--- src/rtl/multi_cycle_ctrl_pkg.sv ---
// Shared definitions for the multi-cycle controller: opcodes, ALU/PC/RegDst codes,
// state encoding and the control-word payload.
package multi_cycle_ctrl_pkg;

    localparam int unsigned OPCODE_W = 6;
    localparam int unsigned ALUOP_W  = 3;
    localparam int unsigned SEL_W    = 2;
    localparam int unsigned STATE_W  = 4;

    localparam logic [OPCODE_W-1:0] OP_ADD  = 6'b000000;
    localparam logic [OPCODE_W-1:0] OP_SUB  = 6'b000001;
    localparam logic [OPCODE_W-1:0] OP_ADDI = 6'b000010;
    localparam logic [OPCODE_W-1:0] OP_OR   = 6'b010000;
    localparam logic [OPCODE_W-1:0] OP_AND  = 6'b010001;
    localparam logic [OPCODE_W-1:0] OP_ORI  = 6'b010010;
    localparam logic [OPCODE_W-1:0] OP_SLL  = 6'b011000;
    localparam logic [OPCODE_W-1:0] OP_SLTU = 6'b100110;
    localparam logic [OPCODE_W-1:0] OP_SLTI = 6'b100111;
    localparam logic [OPCODE_W-1:0] OP_SW   = 6'b110000;
    localparam logic [OPCODE_W-1:0] OP_LW   = 6'b110001;
    localparam logic [OPCODE_W-1:0] OP_BEQ  = 6'b110100;
    localparam logic [OPCODE_W-1:0] OP_BNE  = 6'b110101;
    localparam logic [OPCODE_W-1:0] OP_BLTZ = 6'b110110;
    localparam logic [OPCODE_W-1:0] OP_J    = 6'b111000;
    localparam logic [OPCODE_W-1:0] OP_JR   = 6'b111001;
    localparam logic [OPCODE_W-1:0] OP_JAL  = 6'b111010;
    localparam logic [OPCODE_W-1:0] OP_HALT = 6'b111111;

    localparam logic [ALUOP_W-1:0] ALU_ADD  = 3'b000;
    localparam logic [ALUOP_W-1:0] ALU_SUB  = 3'b001;
    localparam logic [ALUOP_W-1:0] ALU_SLL  = 3'b010;
    localparam logic [ALUOP_W-1:0] ALU_OR   = 3'b011;
    localparam logic [ALUOP_W-1:0] ALU_AND  = 3'b100;
    localparam logic [ALUOP_W-1:0] ALU_SLTU = 3'b101;
    localparam logic [ALUOP_W-1:0] ALU_SLT  = 3'b110;

    localparam logic [SEL_W-1:0] PC_NEXT   = 2'b00;
    localparam logic [SEL_W-1:0] PC_BRANCH = 2'b01;
    localparam logic [SEL_W-1:0] PC_JR     = 2'b10;
    localparam logic [SEL_W-1:0] PC_JUMP   = 2'b11;

    localparam logic [SEL_W-1:0] RD_RA = 2'b00;
    localparam logic [SEL_W-1:0] RD_RT = 2'b01;
    localparam logic [SEL_W-1:0] RD_RD = 2'b10;

    typedef enum logic [STATE_W-1:0] {
        ST_IF     = 4'b0000,
        ST_ID     = 4'b0001,
        ST_EXE_LS = 4'b0010,
        ST_MEM    = 4'b0011,
        ST_WB_LD  = 4'b0100,
        ST_EXE_BR = 4'b0101,
        ST_EXE_AL = 4'b0110,
        ST_WB_AL  = 4'b0111,
        ST_HALT   = 4'b1000
    } state_e;

    typedef enum logic [2:0] {
        CL_ALU,
        CL_BRANCH,
        CL_LDST,
        CL_JUMP,
        CL_HALT,
        CL_NOP
    } op_class_e;

    typedef struct packed {
        logic [ALUOP_W-1:0] alu_op;
        logic               alu_src_a;
        logic               alu_src_b;
        logic               ext_sel;
    } alu_ctrl_t;

    typedef struct packed {
        logic               pc_wre;
        logic               ir_wre;
        logic               alu_src_a;
        logic               alu_src_b;
        logic               reg_wre;
        logic               wr_reg_d_src;
        logic               db_data_src;
        logic               m_rd;
        logic               m_wr;
        logic               ext_sel;
        logic               halted;
        logic [SEL_W-1:0]   reg_dst;
        logic [SEL_W-1:0]   pc_src;
        logic [ALUOP_W-1:0] alu_op;
    } ctrl_t;

    // Groups opcodes by the execution path they take after decode.
    function automatic op_class_e op_class(input logic [OPCODE_W-1:0] op);
        case (op)
            OP_ADD, OP_SUB, OP_ADDI, OP_OR, OP_AND,
            OP_ORI, OP_SLL, OP_SLTU, OP_SLTI:  return CL_ALU;
            OP_BEQ, OP_BNE, OP_BLTZ:           return CL_BRANCH;
            OP_SW, OP_LW:                      return CL_LDST;
            OP_J, OP_JR, OP_JAL:               return CL_JUMP;
            OP_HALT:                           return CL_HALT;
            default:                           return CL_NOP;
        endcase
    endfunction

endpackage

--- src/rtl/multi_cycle_ctrl_if.sv ---
// Opcode/flag inputs and control-word outputs between the controller and the datapath.
interface multi_cycle_ctrl_if;

    logic [multi_cycle_ctrl_pkg::OPCODE_W-1:0] opcode;
    logic                                      zero;
    logic                                      sign;

    logic                                      PCWre;
    logic                                      IRWre;
    logic                                      ALUSrcA;
    logic                                      ALUSrcB;
    logic                                      RegWre;
    logic                                      WrRegDSrc;
    logic                                      DBDataSrc;
    logic                                      mRD;
    logic                                      mWR;
    logic                                      ExtSel;
    logic                                      halted;
    logic [multi_cycle_ctrl_pkg::SEL_W-1:0]    RegDst;
    logic [multi_cycle_ctrl_pkg::SEL_W-1:0]    PCSrc;
    logic [multi_cycle_ctrl_pkg::ALUOP_W-1:0]  ALUOp;
    logic [multi_cycle_ctrl_pkg::STATE_W-1:0]  state;

    modport master (
        output opcode, zero, sign,
        input  PCWre, IRWre, ALUSrcA, ALUSrcB, RegWre, WrRegDSrc, DBDataSrc,
               mRD, mWR, ExtSel, halted, RegDst, PCSrc, ALUOp, state
    );

    modport slave (
        input  opcode, zero, sign,
        output PCWre, IRWre, ALUSrcA, ALUSrcB, RegWre, WrRegDSrc, DBDataSrc,
               mRD, mWR, ExtSel, halted, RegDst, PCSrc, ALUOp, state
    );

endinterface

--- src/rtl/alu_op_decoder.sv ---
// Combinational opcode decode of the ALU operation, operand sources and immediate extension.
module alu_op_decoder
    import multi_cycle_ctrl_pkg::*;
(
    input  logic [OPCODE_W-1:0] i_opcode,
    output alu_ctrl_t           o_alu_ctrl
);

    always_comb begin
        o_alu_ctrl = '0;
        o_alu_ctrl.alu_op = ALU_ADD;
        case (i_opcode)
            OP_SUB, OP_BEQ, OP_BNE: o_alu_ctrl.alu_op = ALU_SUB;
            OP_SLTI, OP_BLTZ:       o_alu_ctrl.alu_op = ALU_SLT;
            OP_SLTU:                o_alu_ctrl.alu_op = ALU_SLTU;
            OP_OR, OP_ORI:          o_alu_ctrl.alu_op = ALU_OR;
            OP_AND:                 o_alu_ctrl.alu_op = ALU_AND;
            OP_SLL:                 o_alu_ctrl.alu_op = ALU_SLL;
            default:                o_alu_ctrl.alu_op = ALU_ADD;
        endcase
        // Shift amount comes from the shamt field rather than rs.
        o_alu_ctrl.alu_src_a = (i_opcode == OP_SLL);
        o_alu_ctrl.alu_src_b = (i_opcode inside {OP_ADDI, OP_ORI, OP_SLTI, OP_SW, OP_LW});
        o_alu_ctrl.ext_sel   = (i_opcode != OP_ORI);
    end

endmodule

--- src/rtl/multi_cycle_ctrl.sv ---
// Multi-cycle CPU control unit: IF/ID/EXE/MEM/WB sequencing with control outputs
// decoded combinationally from the current state and opcode.
module multi_cycle_ctrl
    import multi_cycle_ctrl_pkg::*;
(
    input  logic              CLK,
    input  logic              RST_n,
    multi_cycle_ctrl_if.slave bus
);

    state_e    r_state;
    state_e    w_next_state;
    op_class_e w_class;
    alu_ctrl_t w_alu;
    ctrl_t     w_ctrl;
    logic      w_taken;
    logic      w_last;

    assign w_class = op_class(bus.opcode);

    alu_op_decoder u_alu_op_decoder (
        .i_opcode   (bus.opcode),
        .o_alu_ctrl (w_alu)
    );

    always_ff @(posedge CLK or negedge RST_n) begin
        if (!RST_n) begin
            r_state <= ST_IF;
        end else begin
            r_state <= w_next_state;
        end
    end

    always_comb begin
        w_next_state = ST_IF;
        case (r_state)
            ST_IF: w_next_state = ST_ID;
            ST_ID: begin
                case (w_class)
                    CL_ALU:    w_next_state = ST_EXE_AL;
                    CL_BRANCH: w_next_state = ST_EXE_BR;
                    CL_LDST:   w_next_state = ST_EXE_LS;
                    CL_HALT:   w_next_state = ST_HALT;
                    default:   w_next_state = ST_IF;
                endcase
            end
            ST_EXE_AL: w_next_state = ST_WB_AL;
            ST_EXE_LS: w_next_state = ST_MEM;
            ST_MEM:    w_next_state = (bus.opcode == OP_LW) ? ST_WB_LD : ST_IF;
            ST_HALT:   w_next_state = ST_HALT;
            default:   w_next_state = ST_IF;
        endcase
    end

    always_comb begin
        w_taken = 1'b0;
        case (bus.opcode)
            OP_BEQ:  w_taken = bus.zero;
            OP_BNE:  w_taken = !bus.zero;
            OP_BLTZ: w_taken = bus.sign;
            default: w_taken = 1'b0;
        endcase
    end

    // Cycle in which the instruction retires and the PC advances.
    assign w_last = (r_state == ST_WB_AL) || (r_state == ST_EXE_BR) || (r_state == ST_WB_LD)
                 || (r_state == ST_MEM && bus.opcode == OP_SW)
                 || (r_state == ST_ID && (w_class == CL_JUMP || w_class == CL_NOP));

    // Everything is forced low while reset is held so no partial write escapes.
    always_comb begin
        w_ctrl = '0;
        if (RST_n) begin
            w_ctrl.ir_wre       = (r_state == ST_IF);
            w_ctrl.pc_wre       = w_last;
            w_ctrl.reg_wre      = (r_state == ST_WB_AL) || (r_state == ST_WB_LD)
                               || (r_state == ST_ID && bus.opcode == OP_JAL);
            w_ctrl.m_wr         = (r_state == ST_MEM) && (bus.opcode == OP_SW);
            w_ctrl.m_rd         = (r_state == ST_MEM) && (bus.opcode == OP_LW);
            w_ctrl.db_data_src  = (r_state == ST_WB_LD);
            w_ctrl.halted       = (r_state == ST_HALT);
            w_ctrl.wr_reg_d_src = (bus.opcode != OP_JAL);
            w_ctrl.alu_op       = w_alu.alu_op;
            w_ctrl.alu_src_a    = w_alu.alu_src_a;
            w_ctrl.alu_src_b    = w_alu.alu_src_b;
            w_ctrl.ext_sel      = w_alu.ext_sel;
            case (bus.opcode)
                OP_ADD, OP_SUB, OP_OR, OP_AND, OP_SLL, OP_SLTU: w_ctrl.reg_dst = RD_RD;
                OP_ADDI, OP_ORI, OP_SLTI, OP_LW:                w_ctrl.reg_dst = RD_RT;
                default:                                        w_ctrl.reg_dst = RD_RA;
            endcase
            if (bus.opcode == OP_JR) begin
                w_ctrl.pc_src = PC_JR;
            end else if (bus.opcode == OP_J || bus.opcode == OP_JAL) begin
                w_ctrl.pc_src = PC_JUMP;
            end else if (r_state == ST_EXE_BR && w_taken) begin
                w_ctrl.pc_src = PC_BRANCH;
            end else begin
                w_ctrl.pc_src = PC_NEXT;
            end
        end
    end

    assign bus.PCWre     = w_ctrl.pc_wre;
    assign bus.IRWre     = w_ctrl.ir_wre;
    assign bus.ALUSrcA   = w_ctrl.alu_src_a;
    assign bus.ALUSrcB   = w_ctrl.alu_src_b;
    assign bus.RegWre    = w_ctrl.reg_wre;
    assign bus.WrRegDSrc = w_ctrl.wr_reg_d_src;
    assign bus.DBDataSrc = w_ctrl.db_data_src;
    assign bus.mRD       = w_ctrl.m_rd;
    assign bus.mWR       = w_ctrl.m_wr;
    assign bus.ExtSel    = w_ctrl.ext_sel;
    assign bus.halted    = w_ctrl.halted;
    assign bus.RegDst    = w_ctrl.reg_dst;
    assign bus.PCSrc     = w_ctrl.pc_src;
    assign bus.ALUOp     = w_ctrl.alu_op;
    assign bus.state     = STATE_W'(r_state);

endmodule

--- src/flat_wrapper.sv ---
// flat-port wrapper written by rule: the top's interface ports become plain ports
module multi_cycle_ctrl_flat import multi_cycle_ctrl_pkg::*;
  (CLK, RST_n, bus_opcode, bus_zero, bus_sign, bus_PCWre, bus_IRWre, bus_ALUSrcA, bus_ALUSrcB, bus_RegWre, bus_WrRegDSrc, bus_DBDataSrc, bus_mRD, bus_mWR, bus_ExtSel, bus_halted, bus_RegDst, bus_PCSrc, bus_ALUOp, bus_state);
  multi_cycle_ctrl_if bus_i ();
  input  logic CLK;
  input  logic RST_n;
  input wire logic [$bits(bus_i.opcode)-1:0] bus_opcode;
  input wire logic [$bits(bus_i.zero)-1:0] bus_zero;
  input wire logic [$bits(bus_i.sign)-1:0] bus_sign;
  output wire logic [$bits(bus_i.PCWre)-1:0] bus_PCWre;
  output wire logic [$bits(bus_i.IRWre)-1:0] bus_IRWre;
  output wire logic [$bits(bus_i.ALUSrcA)-1:0] bus_ALUSrcA;
  output wire logic [$bits(bus_i.ALUSrcB)-1:0] bus_ALUSrcB;
  output wire logic [$bits(bus_i.RegWre)-1:0] bus_RegWre;
  output wire logic [$bits(bus_i.WrRegDSrc)-1:0] bus_WrRegDSrc;
  output wire logic [$bits(bus_i.DBDataSrc)-1:0] bus_DBDataSrc;
  output wire logic [$bits(bus_i.mRD)-1:0] bus_mRD;
  output wire logic [$bits(bus_i.mWR)-1:0] bus_mWR;
  output wire logic [$bits(bus_i.ExtSel)-1:0] bus_ExtSel;
  output wire logic [$bits(bus_i.halted)-1:0] bus_halted;
  output wire logic [$bits(bus_i.RegDst)-1:0] bus_RegDst;
  output wire logic [$bits(bus_i.PCSrc)-1:0] bus_PCSrc;
  output wire logic [$bits(bus_i.ALUOp)-1:0] bus_ALUOp;
  output wire logic [$bits(bus_i.state)-1:0] bus_state;
  assign bus_i.opcode = bus_opcode;
  assign bus_i.zero = bus_zero;
  assign bus_i.sign = bus_sign;
  assign bus_PCWre = bus_i.PCWre;
  assign bus_IRWre = bus_i.IRWre;
  assign bus_ALUSrcA = bus_i.ALUSrcA;
  assign bus_ALUSrcB = bus_i.ALUSrcB;
  assign bus_RegWre = bus_i.RegWre;
  assign bus_WrRegDSrc = bus_i.WrRegDSrc;
  assign bus_DBDataSrc = bus_i.DBDataSrc;
  assign bus_mRD = bus_i.mRD;
  assign bus_mWR = bus_i.mWR;
  assign bus_ExtSel = bus_i.ExtSel;
  assign bus_halted = bus_i.halted;
  assign bus_RegDst = bus_i.RegDst;
  assign bus_PCSrc = bus_i.PCSrc;
  assign bus_ALUOp = bus_i.ALUOp;
  assign bus_state = bus_i.state;
  multi_cycle_ctrl u_core (.CLK(CLK), .RST_n(RST_n), .bus(bus_i));
endmodule
--- config.mk ---
export PLATFORM = sky130hd
export DESIGN_NAME = multi_cycle_ctrl_flat
export DESIGN_NICKNAME = d
export VERILOG_FILES = /design/src/rtl/multi_cycle_ctrl_pkg.sv /design/src/rtl/multi_cycle_ctrl_if.sv /design/src/rtl/alu_op_decoder.sv /design/src/rtl/multi_cycle_ctrl.sv /design/src/flat_wrapper.sv
export SDC_FILE = /design/constraint.sdc
export NUM_CORES = 1
export LEC_CHECK = 0
export BUFFER_PORTS_ARGS = -buffer_cell sky130_fd_sc_hd__buf_2
export CORE_ASPECT_RATIO = 1.25
export CORE_MARGIN = 2
export CORE_UTILIZATION = 45
export DETAILED_ROUTE_END_ITERATION = 10
export GPL_TIMING_DRIVEN = 0
export PLACE_DENSITY = 0.74
export RECOVER_POWER = 100
export SETUP_SLACK_MARGIN = 0.15
export SYNTH_ARGS = -nofsm -noshare
export SYNTH_HDL_FRONTEND = slang
export SYNTH_SLANG_ARGS = --single-unit
--- constraint.sdc ---
create_clock -name CLK -period 2.3 [get_ports CLK]
set_input_delay 0.115 -clock CLK [delete_from_list [all_inputs] [get_ports CLK]]
set_output_delay 0.115 -clock CLK [all_outputs]
set_load 0.02 [all_outputs]
# Yosys cells after proc, flatten, opt, wreduce, memory -nomap -nowiden
# Memory sizes are Yosys's and may differ from the RTL's.
# Index checks and enable logic that the tools add are counted.
[classes]
eq_ne = 31
mux = 10
reduce_logical = 23
[op_table]
columns = ["cell", "n"]
rows = [
  ["$eq 6x6->1 const B", 10],
  ["$eq 6x5->1 const B", 4],
  ["$pmux 4 s6", 1],
  ["$mux 18", 1],
  ["$pmux 3 s6", 1],
  ["$eq 4x3->1 const B", 4],
  ["$pmux 4 s4", 1],
  ["$eq 4x2->1 const B", 2],
  ["$logic_or 1x1->1", 8],
  ["$eq 3x2->1 const B", 2],
  ["$eq 3x3->1 const B", 2],
  ["$eq 6x1->1 const B", 1],
  ["$eq 6x2->1 const B", 1],
  ["$logic_not 6->1", 1],
  ["$ne 6x5->1 const B", 1],
  ["$ne 6x6->1 const B", 1],
  ["$reduce_or 6->1", 1],
  ["$logic_and 1x1->1", 5],
  ["$reduce_bool 5->1", 1],
  ["$eq 4x1->1 const B", 1],
  ["$eq 4x4->1 const B", 1],
  ["$logic_not 4->1", 1],
  ["$mux 2", 2],
  ["$pmux 2 s2", 1],
  ["9 further kinds", 10],
]
[word_totals]
reg_bits = 4
rom_bits = 192
inputBits = 10
out_inout_bits = 22
word_cells = 66
memories = 1
[memory_table]
columns = ["name", "words", "word_bits", "rd", "rd_clocked_by_memory_dff", "write_ports", "line_no", "source"]
rows = [
  ["(name not given)", 64, 3, 1, 0, 0, "multi_cycle_ctrl_pkg.sv:93", "case (op)"],
]

# Longest topological paths before layout
# Gate-level depths: netlist of the first run.
[logic_depth]
word_depth = 7
depth_mapped = 6
ltp_nobuf = 5

# Cells and area by module
# A second synthesis of the first run with hierarchy kept.
[unflattened]
cells_unflattened = 134
hier_area_um2 = 904.6
[by_module_without_submodules]
columns = ["mod", "instances", "cells_each", "area_per_inst_um2", "seq_area_each_um2"]
rows = [
  ["multi_cycle_ctrl", 1, 106, 708.2, 100.1],
  ["alu_op_decoder", 1, 28, 196.4, 0.0],
]

# Least setup slack after synthesis of the first run
# No wires, ideal clock.
[synth_timing]
kind = "register to output"
start = "reg u_core.r_state[2] (netlist: u_core.bus.state[2])"
end = "out bus_mRD"
t_arrival_ns = 1.658
required_time_ns = 2.185
path_slack_ns = 0.527
path_stages_with_launch = 6
path_buffers = 1
cell_sequence = "dfrtp_1 > buf_2 > nor2_1 > nand3_1 > or4_4 > nor2_1"
[synth_via]
elab_chain_len = 3
[synth_rtl]
columns = ["item", "line_no", "source"]
rows = [
  ["start: declaration", "multi_cycle_ctrl.sv:11", "state_e r_state;"],
  ["start signal: assignment", "multi_cycle_ctrl.sv:30", "r_state <= w_next_state;"],
  ["$eq 4x2->1", "multi_cycle_ctrl.sv:79", "w_ctrl.m_rd = (r_state == ST_MEM) && (bus.opcode == OP_LW);"],
  ["$logic_and 1x1->1", "multi_cycle_ctrl.sv:79", ""],
  ["$mux 18", "multi_cycle_ctrl.sv:73", "if (RST_n) begin"],
  ["end: declaration", "flat_wrapper.sv:17", "output wire logic [$bits(bus_i.mRD)-1:0] bus_mRD;"],
]
# No other way between the ends.

# Worst setup path in the final report of the first run
# Ends and elaborated chain as after synthesis.

==> impl_metrics.py, run 1 <==
metrics = {
    "critical_path": {
        "r2r-start": "u_core.bus.state[2]",
        "cp_slowest_stage_delay_ns": 0.51,
        "reg2reg_to": "u_core.bus.state[2]",
        "cp-endpoint": "bus_mRD",
        "cp-end-kind": "primary output",
        "slowest_stage": "or4_4",
        "path_buf_inv": 2,
        "start_kind": "register",
        "cp.required_ns": 2.18,
        "path_class": "register to primary output",
        "critPathMaxFanout": 8,
        "cp_common_cell": "nor2_1",
        "path_cells": "clkbuf_1 -> nor2_1 -> nand3_1 -> or4_4 -> nor2_1 -> buf_2",
        "crit_cells": 6,
        "critical_path.top_delay_family": "simple AND/OR/NAND/NOR gates",
        "reg2reg_depth": 5,
        "arrival_ns": 1.91,
        "crit_start": "u_core.bus.state[2]",
        "r2r_slack_ns": 0.68,
    },
    "cts": {
        "tritoncts": "done",
        "cts.reportedPaths.clkPinSlew_ns": 0.04,
        "insertion_delay_ns": 0.24,
        "cts_buffer_depth": 2,
        "h-tree-depth": 1,
        "cts_root_buf": "clkbuf_4",
        "cts_sinks": 4,
        "cts_made_buffers": 3,
        "cts_resized": 0,
    },
    "run": {
        "cap_violations": 0,
    },
    "timing": {
        "hold_viol": 0,
        "finalSetupViolations": 0,
        "worstMarginPinSlew_ns": 0.5095,
        "grt_setup_unrepaired": "false",
        "max_slew_margin": 0.6603,
        "fin_skew_ns": 0.006744,
        "fmax_ghz": 0.4940,
        "fin_crit_sh": 0.8801,
        "fin_crit_ns": 2.024,
        "slew_viol_final": 0,
        "fin_setup_tns_ns": 0,
    },
    "finish": {
        "diodes": 0,
        "fillers": 188,
        "layout.cells.non_filler": 180,
        "final_layout_size_suffix_gt1_frac": 0.2112,
        "area_growth_pct": 21.36,
        "largest_reg_flops": 4,
        "multiInputGateArea_um2": 643.1,
        "register_area_um2": 100.1,
        "nets": 173,
    },
    "drt": {
        "vias_per_cell": 6.017,
        "drc": 0,
        "routed_wl_um": 2526,
        "dr.pass1.iters": 4,
        "ant_nets": 0,
        "drt_iter0_drc": 35,
        "wl_per_cell_um": 14.03,
        "vias": 1083,
    },
    "logic_synthesis": {
        "synthFlopType": "dfrtp_1",
        "synth_edf_count": 0,
        "synth_top_family_by_area": "simple AND/OR/NAND/NOR gates",
        "yosysUniqueCellTypes": 43,
        "yosys.area.top_type": "dfrtp_1",
        "syn_inst": 126,
        "netlist.area_leader.share": 0.1178,
        "muxShareOfSynthArea": 0.02356,
        "synth.avg_cell_area_um2": 6.743,
        "syn_nets": 136,
        "synthArstFlopShare": 1.000,
        "synth_compound_area_frac": 0.3358,
        "yosys-top-cells-area": "dfrtp_1, nor2_1, a21oi_1, buf_2, nand2_1",
        "yosys.area_share.simple": 0.4021,
        "ys_seq_area_frac": 0.1178,
        "syn-cell-area_um2": 849.6,
        "synth-seq-cells": 4,
        "synth-warning-count": 0,
        "synth_commonest_cells": "nor2_1, a21oi_1, nand2_1, buf_2",
        "synthXorXnorAreaFrac": 0,
        "synth.most_common_cell": "nor2_1",
        "synthAdderAreaFrac": 0,
    },
    "placed_design": {
        "portBuffers": 31,
        "dp_cells": 176,
        "hpwlAfterDp_um": 1987,
        "place_congestion": 0.9397,
    },
    "floorplanning": {
        "initial_core_util": 0.4812,
        "ios": 32,
        "core_um2": 1765,
        "die_w_um": 42.87,
        "placementRows": 17,
        "fp.dieH_um": 52.58,
        "die_area_um2": 2254,
    },
    "global_routing": {
        "grtUsageTotal": 0.2348,
        "antenna_found_initial": 0,
        "grt_pass1_vias": 1002,
        "grt_pass1_wl_um": 4188,
        "overflow": 0,
        "grt_max_degree": 12,
    },
    "pwr": {
        "irDropWorstVdd_uv": 263.1,
        "power_density_nw_per_um2": 522.1,
        "p_leak_nw": 0.4287,
        "power_mw": 0.5383,
    },
    "hold_path": {
        "hold_class": "primary input to register",
    },
    "outcome": {
        "status": "finished, final reports clean",
    },
}
## per-layer routing
layer	track usage	wire [µm]
met1	0.2624	976
met2	0.4520	1379
met3	0.03103	165
met4	0.06771	4
met5	0	0
## what timing repair did
action	in CTS	in global routing
setup buffers	0	0
endpoints found under the hold margin	4	0
hold buffers	1	0
setup endpoints to repair	0	0
## cell type report
class	count	share of cell area
multi-input combinational	104	0.6238
tap	19	0.02306
timing repair buffer	32	0.1359
buffer	12	0.07646
inverter	6	0.02184
sequential	4	0.09709
clock buffer	3	0.02184
## placed cells by master (no fill, tap or decap), types with 3 or more instances in the layout
cell type  netlist  final
a211oi_1         4      4
a21oi_1          9     10
and3b_1          3      3
buf_2            7     17
buf_6            3      3
clkbuf_1         1     22
clkbuf_4         0      3
dfrtp_1          4      4
inv_1            6      6
nand2_1          9      9
nand2b_1         3      3
nand3_1          6      6
nor2_1          20     20
nor3_1           3      3
nor4_1           3      3
o21ai_0          5      6
## worst min path at each step
| stage | cells past startpoint | to | startpoint | slack [ns] |
|---|---|---|---|---|
| finish | 3 | u_core.bus.state[2] | bus_opcode[3] | 0.31 |
| global route | 3 | u_core.bus.state[2] | bus_opcode[3] | 0.32 |
| CTS | 2 | u_core.bus.state[2] | RST_n | 0.27 |
| detailed placement | 1 | u_core.bus.state[2] | RST_n | -0.03 |
| global placement | 1 | u_core.bus.state[2] | RST_n | -0.03 |
| floorplan | 0 | u_core.bus.state[0] | RST_n | -0.18 |
## worst reg2reg max path: stages, from the launching register on
cell      delay (ns)
dfrtp_1         0.37
clkbuf_1        0.18
nor2_1          0.17
nand3_1         0.15
or4_4           0.51
o221ai_2        0.15
## cells by family (layout without fill, tap and decap cells)
| kind of cell | count (synthesis) | in the layout |
|---|---|---|
| compound gates | 40 | 40 |
| buf+inv | 18 | 53 |
| flops | 4 | 4 |
| mux | 2 | 2 |
| simple gates | 62 | 62 |
## through the flow
stage	setup slack [ns]	instance area, µm²	utilization	hold WS, ns
finish	0.2757	1031	0.5840	0.3082
global route	0.1514	1031	0.5840	0.3250
CTS	0.3164	1061	0.6010	0.2681
detailed placement	0.5712	1028	0.5826	-0.02672
global placement	0.5869	1028	0.5826	-0.02975
floorplan	0.5270	849.6	-	-0.1806
## where the power goes
| group | switching (mW) | leakage, nW | internal (mW) |
|---|---|---|---|
| Combinational | 0.236 | 0.362 | 0.114 |
| Clock | 0.0287 | 0.0138 | 0.0584 |
| Sequential | 0.0117 | 0.0528 | 0.0896 |
| Total | 0.276 | 0.429 | 0.262 |
No activity file was read; power rests on OpenSTA's default activity.
==> run 2: changes to the inputs <==
- CORE_UTILIZATION: 45 -> 52
- PLACE_DENSITY: 0.74 -> 0.84
==> run 2 against run 1 <==
Clock-buffer cell count unchanged. Worst setup slack worse by 0.044 ns. Critical path depth stayed put. Utilization rose by 8.4 points. Sequential share of layout area barely moved. Sequential cell count unchanged. Total power grew 0.40%. Non-clock buffer count stayed put.
==> impl_metrics.py, run 2 (synthesis results as in run 1) <==
metrics = {
    "hold_path": {
        "hold_depth": 3,
        "hold_class": "primary input to register",
    },
    "floorplanning": {
        "die_area_um2": 1975,
        "initial_core_util": 0.5511,
        "fp.dieH_um": 49.19,
        "die_w_um": 40.15,
        "placementRows": 16,
        "ios": 32,
        "core_um2": 1541,
    },
    "pwr": {
        "power_density_nw_per_um2": 524.9,
        "irDropWorstVdd_uv": 255.1,
        "p_int_mw": 0.2622,
        "swShare": 0.5149,
        "p_leak_nw": 0.4287,
        "p_comb_frac": 0.650,
        "p_seq_frac": 0.186,
        "p_sw_mw": 0.2783,
        "p_clk_frac": 0.164,
    },
    "critical_path": {
        "arrival_ns": 1.95,
        "start_kind": "register",
        "reg2reg_depth": 5,
        "cp-end-kind": "primary output",
        "path_class": "register to primary output",
        "cp.required_ns": 2.18,
        "critPathMaxFanout": 8,
    },
    "finish": {
        "nets": 173,
        "diodes": 0,
        "final_common_cell": "clkbuf_1",
        "layout.cells.non_filler": 179,
        "fillers": 155,
        "area_growth_pct": 21.21,
        "final_layout_size_suffix_gt1_frac": 0.2112,
        "largest_reg_flops": 4,
        "mostFrequentLayoutCells": "clkbuf_1, nor2_1, buf_2, a21oi_1, nand2_1",
    },
    "drt": {
        "routed_wl_um": 2528,
        "drt_iter0_drc": 22,
        "vias_per_cell": 6.078,
        "ant_nets": 0,
        "vias": 1088,
        "drc": 0,
        "wl_per_cell_um": 14.12,
        "dr.pass1.iters": 4,
    },
    "timing": {
        "hold_viol": 0,
        "finalSetupViolations": 0,
        "fin_skew_ns": 0.003704,
        "max_slew_margin": 0.6444,
        "grt_setup_unrepaired": "false",
        "fin_crit_ns": 2.068,
        "fmax_ghz": 0.4834,
        "slew_viol_final": 0,
        "fin_setup_tns_ns": 0,
        "fin_crit_sh": 0.8993,
        "worstMarginPinSlew_ns": 0.5335,
        "fin_hold_ws_ns": 0.3020,
    },
    "cts": {
        "cts_root_buf": "clkbuf_4",
        "cts_buffer_depth": 2,
        "cts_made_buffers": 3,
        "cts_resized": 0,
        "insertion_delay_ns": 0.24,
        "h-tree-depth": 1,
        "cts.reportedPaths.clkPinSlew_ns": 0.03,
        "cts_sinks": 4,
        "tritoncts": "done",
    },
    "placed_design": {
        "hpwlAfterDp_um": 1925,
        "portBuffers": 31,
        "place_congestion": 0.9328,
        "dp_cells": 175,
    },
    "outcome": {
        "status": "finished, final reports clean",
    },
    "global_routing": {
        "grtUsageTotal": 0.2826,
        "antenna_found_initial": 0,
        "grt_max_degree": 12,
        "grt_pass1_wl_um": 4126,
        "overflow": 0,
        "grt_pass1_vias": 982,
    },
    "run": {
        "cap_violations": 0,
    },
}
[run 2: area by class of cell]
type,count,area [µm²],share of cell area
Timing Repair Buffer,32,140.1,0.1361
Tap cell,18,22.52,0.02187
Sequential cell,4,100.1,0.09721
Multi-Input combinational cell,104,643.1,0.6245
Inverter,6,22.52,0.02187
Buffer,12,78.83,0.07655
Clock buffer,3,22.52,0.02187
[run 2: critical path: stages, from the launching register on]
cell	delay, ns
dfrtp_1	0.37
clkbuf_1	0.19
nor2_1	0.19
nand3_1	0.16
or4_4	0.52
nor2_1	0.11
buf_2	0.18
[run 2: metal layers]
metal / track usage / vias to the layer above / wire [µm]
met5: 0 / - / 0
met4: 0.08621 / 0 / 51
met3: 0.03653 / 7 / 122
met2: 0.5081 / 39 / 1309
met1: 0.3165 / 508 / 1044
li1: - / 534 / -
[run 2: path summary, 6_finish.rpt]
| check | startpoint | to | slack (ns) |
|---|---|---|---|
| max reg2reg | u_core.bus.state[2] | u_core.bus.state[2] | 0.63 |
| min in group asynchronous | RST_n | u_core.bus.state[1] | 0.37 |
| min | bus_opcode[3] | u_core.bus.state[2] | 0.30 |
| min reg2reg | u_core.bus.state[3] | u_core.bus.state[1] | 0.65 |
| max in group asynchronous | RST_n | u_core.bus.state[0] | 1.57 |
| max | u_core.bus.state[2] | bus_mRD | 0.23 |
[run 2: power by group through the flow]
stage,logic (mW),registers [mW],clock network [mW]
global placement,0.352,0.0993,0
detailed placement,0.362,0.101,0
CTS,0.364,0.100,0.0900
finish,0.351,0.101,0.0884
global route,0.384,0.104,0.0939
floorplan,0.239,0.124,0
[run 2: what timing repair did]
item / in CTS / in global routing
hold buffers: 1 / 0
endpoints found under the hold margin: 4 / 0
buffers inserted: 0 / 0
[run 2: through the flow]
stage,area [µm²],power [mW],util,worst slack (ns)
2_1_floorplan,849.6,0.3635,-,0.5270
3_3_place_gp,1027,0.4509,0.6664,0.6030
3_5_place_dp,1027,0.4633,0.6664,0.5428
4_1_cts,1060,0.5545,0.6875,0.2948
5_1_grt,1030,0.5814,0.6680,0.1245
6_report,1030,0.5405,0.6680,0.2315
==> run 3: changes to the inputs <==
- CORE_UTILIZATION: 52 -> 30
- CTS_CLUSTER_DIAMETER: not set -> 100
- PLACE_DENSITY: 0.84 -> not set
- clock period: 2.3 -> 2.6 ns (I/O delays scaled with it)
==> run 3 against run 2 <==
Clock power decreased by 15%. Sequential cell count did not move. Utilization fell by 28 points. Worst setup slack improved by 0.28 ns. Worst hold slack improved by 0.037 ns. Global-route usage is 11 points lower. Non-clock buffer count stayed put. Sequential power decreased by 11%. Critical path depth stayed put. Sequential share of layout area is 0.17 points lower. First-iteration DRC count is 110% higher. Critical endpoint unchanged. Largest cell class unchanged.
==> impl_metrics.py, run 3 (synthesis results as in run 1) <==
metrics = {
    "outcome": {
        "status": "finished, final reports clean",
    },
    "critical_path": {
        "cp.required_ns": 2.47,
        "slowest_stage": "or4_4",
        "critPathMaxFanout": 8,
        "reg2reg_to": "u_core.bus.state[2]",
        "start_kind": "register",
        "path_cells": "clkbuf_1 -> nor2_1 -> nand3_1 -> or4_4 -> nor2_1 -> clkbuf_1",
        "r2r_slack_ns": 0.99,
        "cp-end-kind": "primary output",
        "crit_start": "u_core.bus.state[2]",
        "reg2reg_depth": 5,
        "arrival_ns": 1.96,
        "path_class": "register to primary output",
        "cp_slowest_stage_delay_ns": 0.52,
        "r2r-start": "u_core.bus.state[2]",
    },
    "global_routing": {
        "antenna_found_initial": 0,
        "grt_max_degree": 12,
        "grt_pass1_vias": 1014,
        "grtUsageTotal": 0.1760,
        "overflow": 0,
        "grt_pass1_wl_um": 4636,
    },
    "drt": {
        "wl_per_cell_um": 13.50,
        "dr.pass1.iters": 4,
        "drc": 0,
        "routed_wl_um": 2633,
        "drt_iter0_drc": 46,
        "vias": 1080,
        "ant_nets": 0,
        "vias_per_cell": 5.538,
    },
    "cts": {
        "insertion_delay_ns": 0.23,
        "cts_made_buffers": 3,
        "cts_buffer_depth": 2,
        "cts_root_buf": "clkbuf_4",
        "h-tree-depth": 1,
        "tritoncts": "done",
        "cts_resized": 0,
        "cts.reportedPaths.clkPinSlew_ns": 0.03,
        "cts_sinks": 4,
    },
    "timing": {
        "slew_viol_final": 0,
        "fin_skew_ns": 0.002983,
        "fmax_ghz": 0.4777,
        "fin_setup_tns_ns": 0,
        "fin_crit_ns": 2.093,
        "finalSetupViolations": 0,
        "grt_setup_unrepaired": "false",
        "hold_viol": 0,
        "max_slew_margin": 0.6573,
        "worstMarginPinSlew_ns": 0.5140,
        "fin_crit_sh": 0.8052,
    },
    "finish": {
        "final_layout_size_suffix_gt1_frac": 0.2050,
        "mostFrequentLayoutCells": "clkbuf_1, nor2_1, buf_2, a21oi_1, nand2_1",
        "nets": 173,
        "fin_area_um2": 1049,
        "final_common_cell": "clkbuf_1",
        "diodes": 0,
        "largest_reg_flops": 4,
        "area_growth_pct": 23.42,
    },
    "placed_design": {
        "place_congestion": 0.8547,
        "postPlaceCellArea_um2": 1047,
        "hpwlAfterDp_um": 2116,
        "portBuffers": 31,
    },
    "floorplanning": {
        "ios": 32,
        "placementRows": 21,
        "die_area_um2": 3276,
        "core_um2": 2680,
        "initial_core_util": 0.3170,
        "die_w_um": 51.60,
        "fp.dieH_um": 63.50,
    },
    "pwr": {
        "irDropWorstVdd_uv": 216.8,
        "power_mw": 0.4752,
        "p_leak_nw": 0.4237,
        "power_density_nw_per_um2": 453.2,
    },
    "run": {
        "cap_violations": 0,
    },
    "hold_path": {
        "min_to": "u_core.bus.state[2]",
        "hold_depth": 3,
        "hold_class": "primary input to register",
        "hold_start": "bus_opcode[3]",
    },
}
-- run 3: cell count changes in the layout (fill, tap and decap cells not counted), sizes merged --
| cell | before | now |
|---|---|---|
| clkbuf | 25 | 26 |
| buf | 21 | 20 |
-- run 3: worst max-delay path, delay by kind of cell (launching register included) --
kind	cells	cell delay [ns]
buffers and inverters	2	0.42
and+or+nand+nor	4	0.95
DFF	1	0.36
-- run 3: worst max-delay path by stage --
stage | slack (ns) | to
after detailed placement | 0.88 | bus_mRD
after global placement | 0.90 | bus_mRD
after global routing | 0.34 | bus_PCWre
after CTS | 0.62 | bus_mRD
after floorplan | 0.81 | bus_mRD
final | 0.51 | bus_mRD
-- run 3: power by group --
group	internal [mW]	switching [mW]	total (mW)
sequential	0.0793	0.0105	0.0898
combinational	0.0996	0.211	0.311
clock	0.0515	0.0234	0.0748
-- run 3: final cells by class --
class	count	area [µm²]
Buffer	12	78.83
Inverter	6	22.52
Timing Repair Buffer	32	138.9
Fill cell	333	1632
Tap cell	34	42.54
Sequential cell	4	100.1
Multi-Input combinational cell	104	643.1
Clock buffer	3	22.52
-- run 3: timing repair --
action	CTS	global route
hold endpoints to repair	4	0
setup endpoints to repair	0	0
setup buffers	0	0
hold buffers	1	0
-- run 3: metrics by stage --
| step | utilization | hold slack [ns] | instances | worst slack, ns |
|---|---|---|---|---|
| 3_5_place_dp | 0.3908 | -0.007088 | 191 | 0.8791 |
| 5_1_grt | 0.3912 | 0.3651 | 195 | 0.3353 |
| 4_1_cts | 0.4029 | 0.2731 | 195 | 0.6239 |
| 3_3_place_gp | 0.3908 | -0.01070 | 191 | 0.8973 |
| 2_1_floorplan | - | -0.1656 | 126 | 0.8120 |
| 6_report | 0.3912 | 0.3390 | 195 | 0.5065 |
-- run 3: layer usage --
metal	routed length, µm	global-route usage	up-vias	part of all wire
li1	-	-	535	-
met1	1143	0.2193	511	0.43
met2	1347	0.3173	31	0.51
met3	125	0.02370	3	0.047
met4	16	0.02961	0	0.0061
met5	0	0	-	0
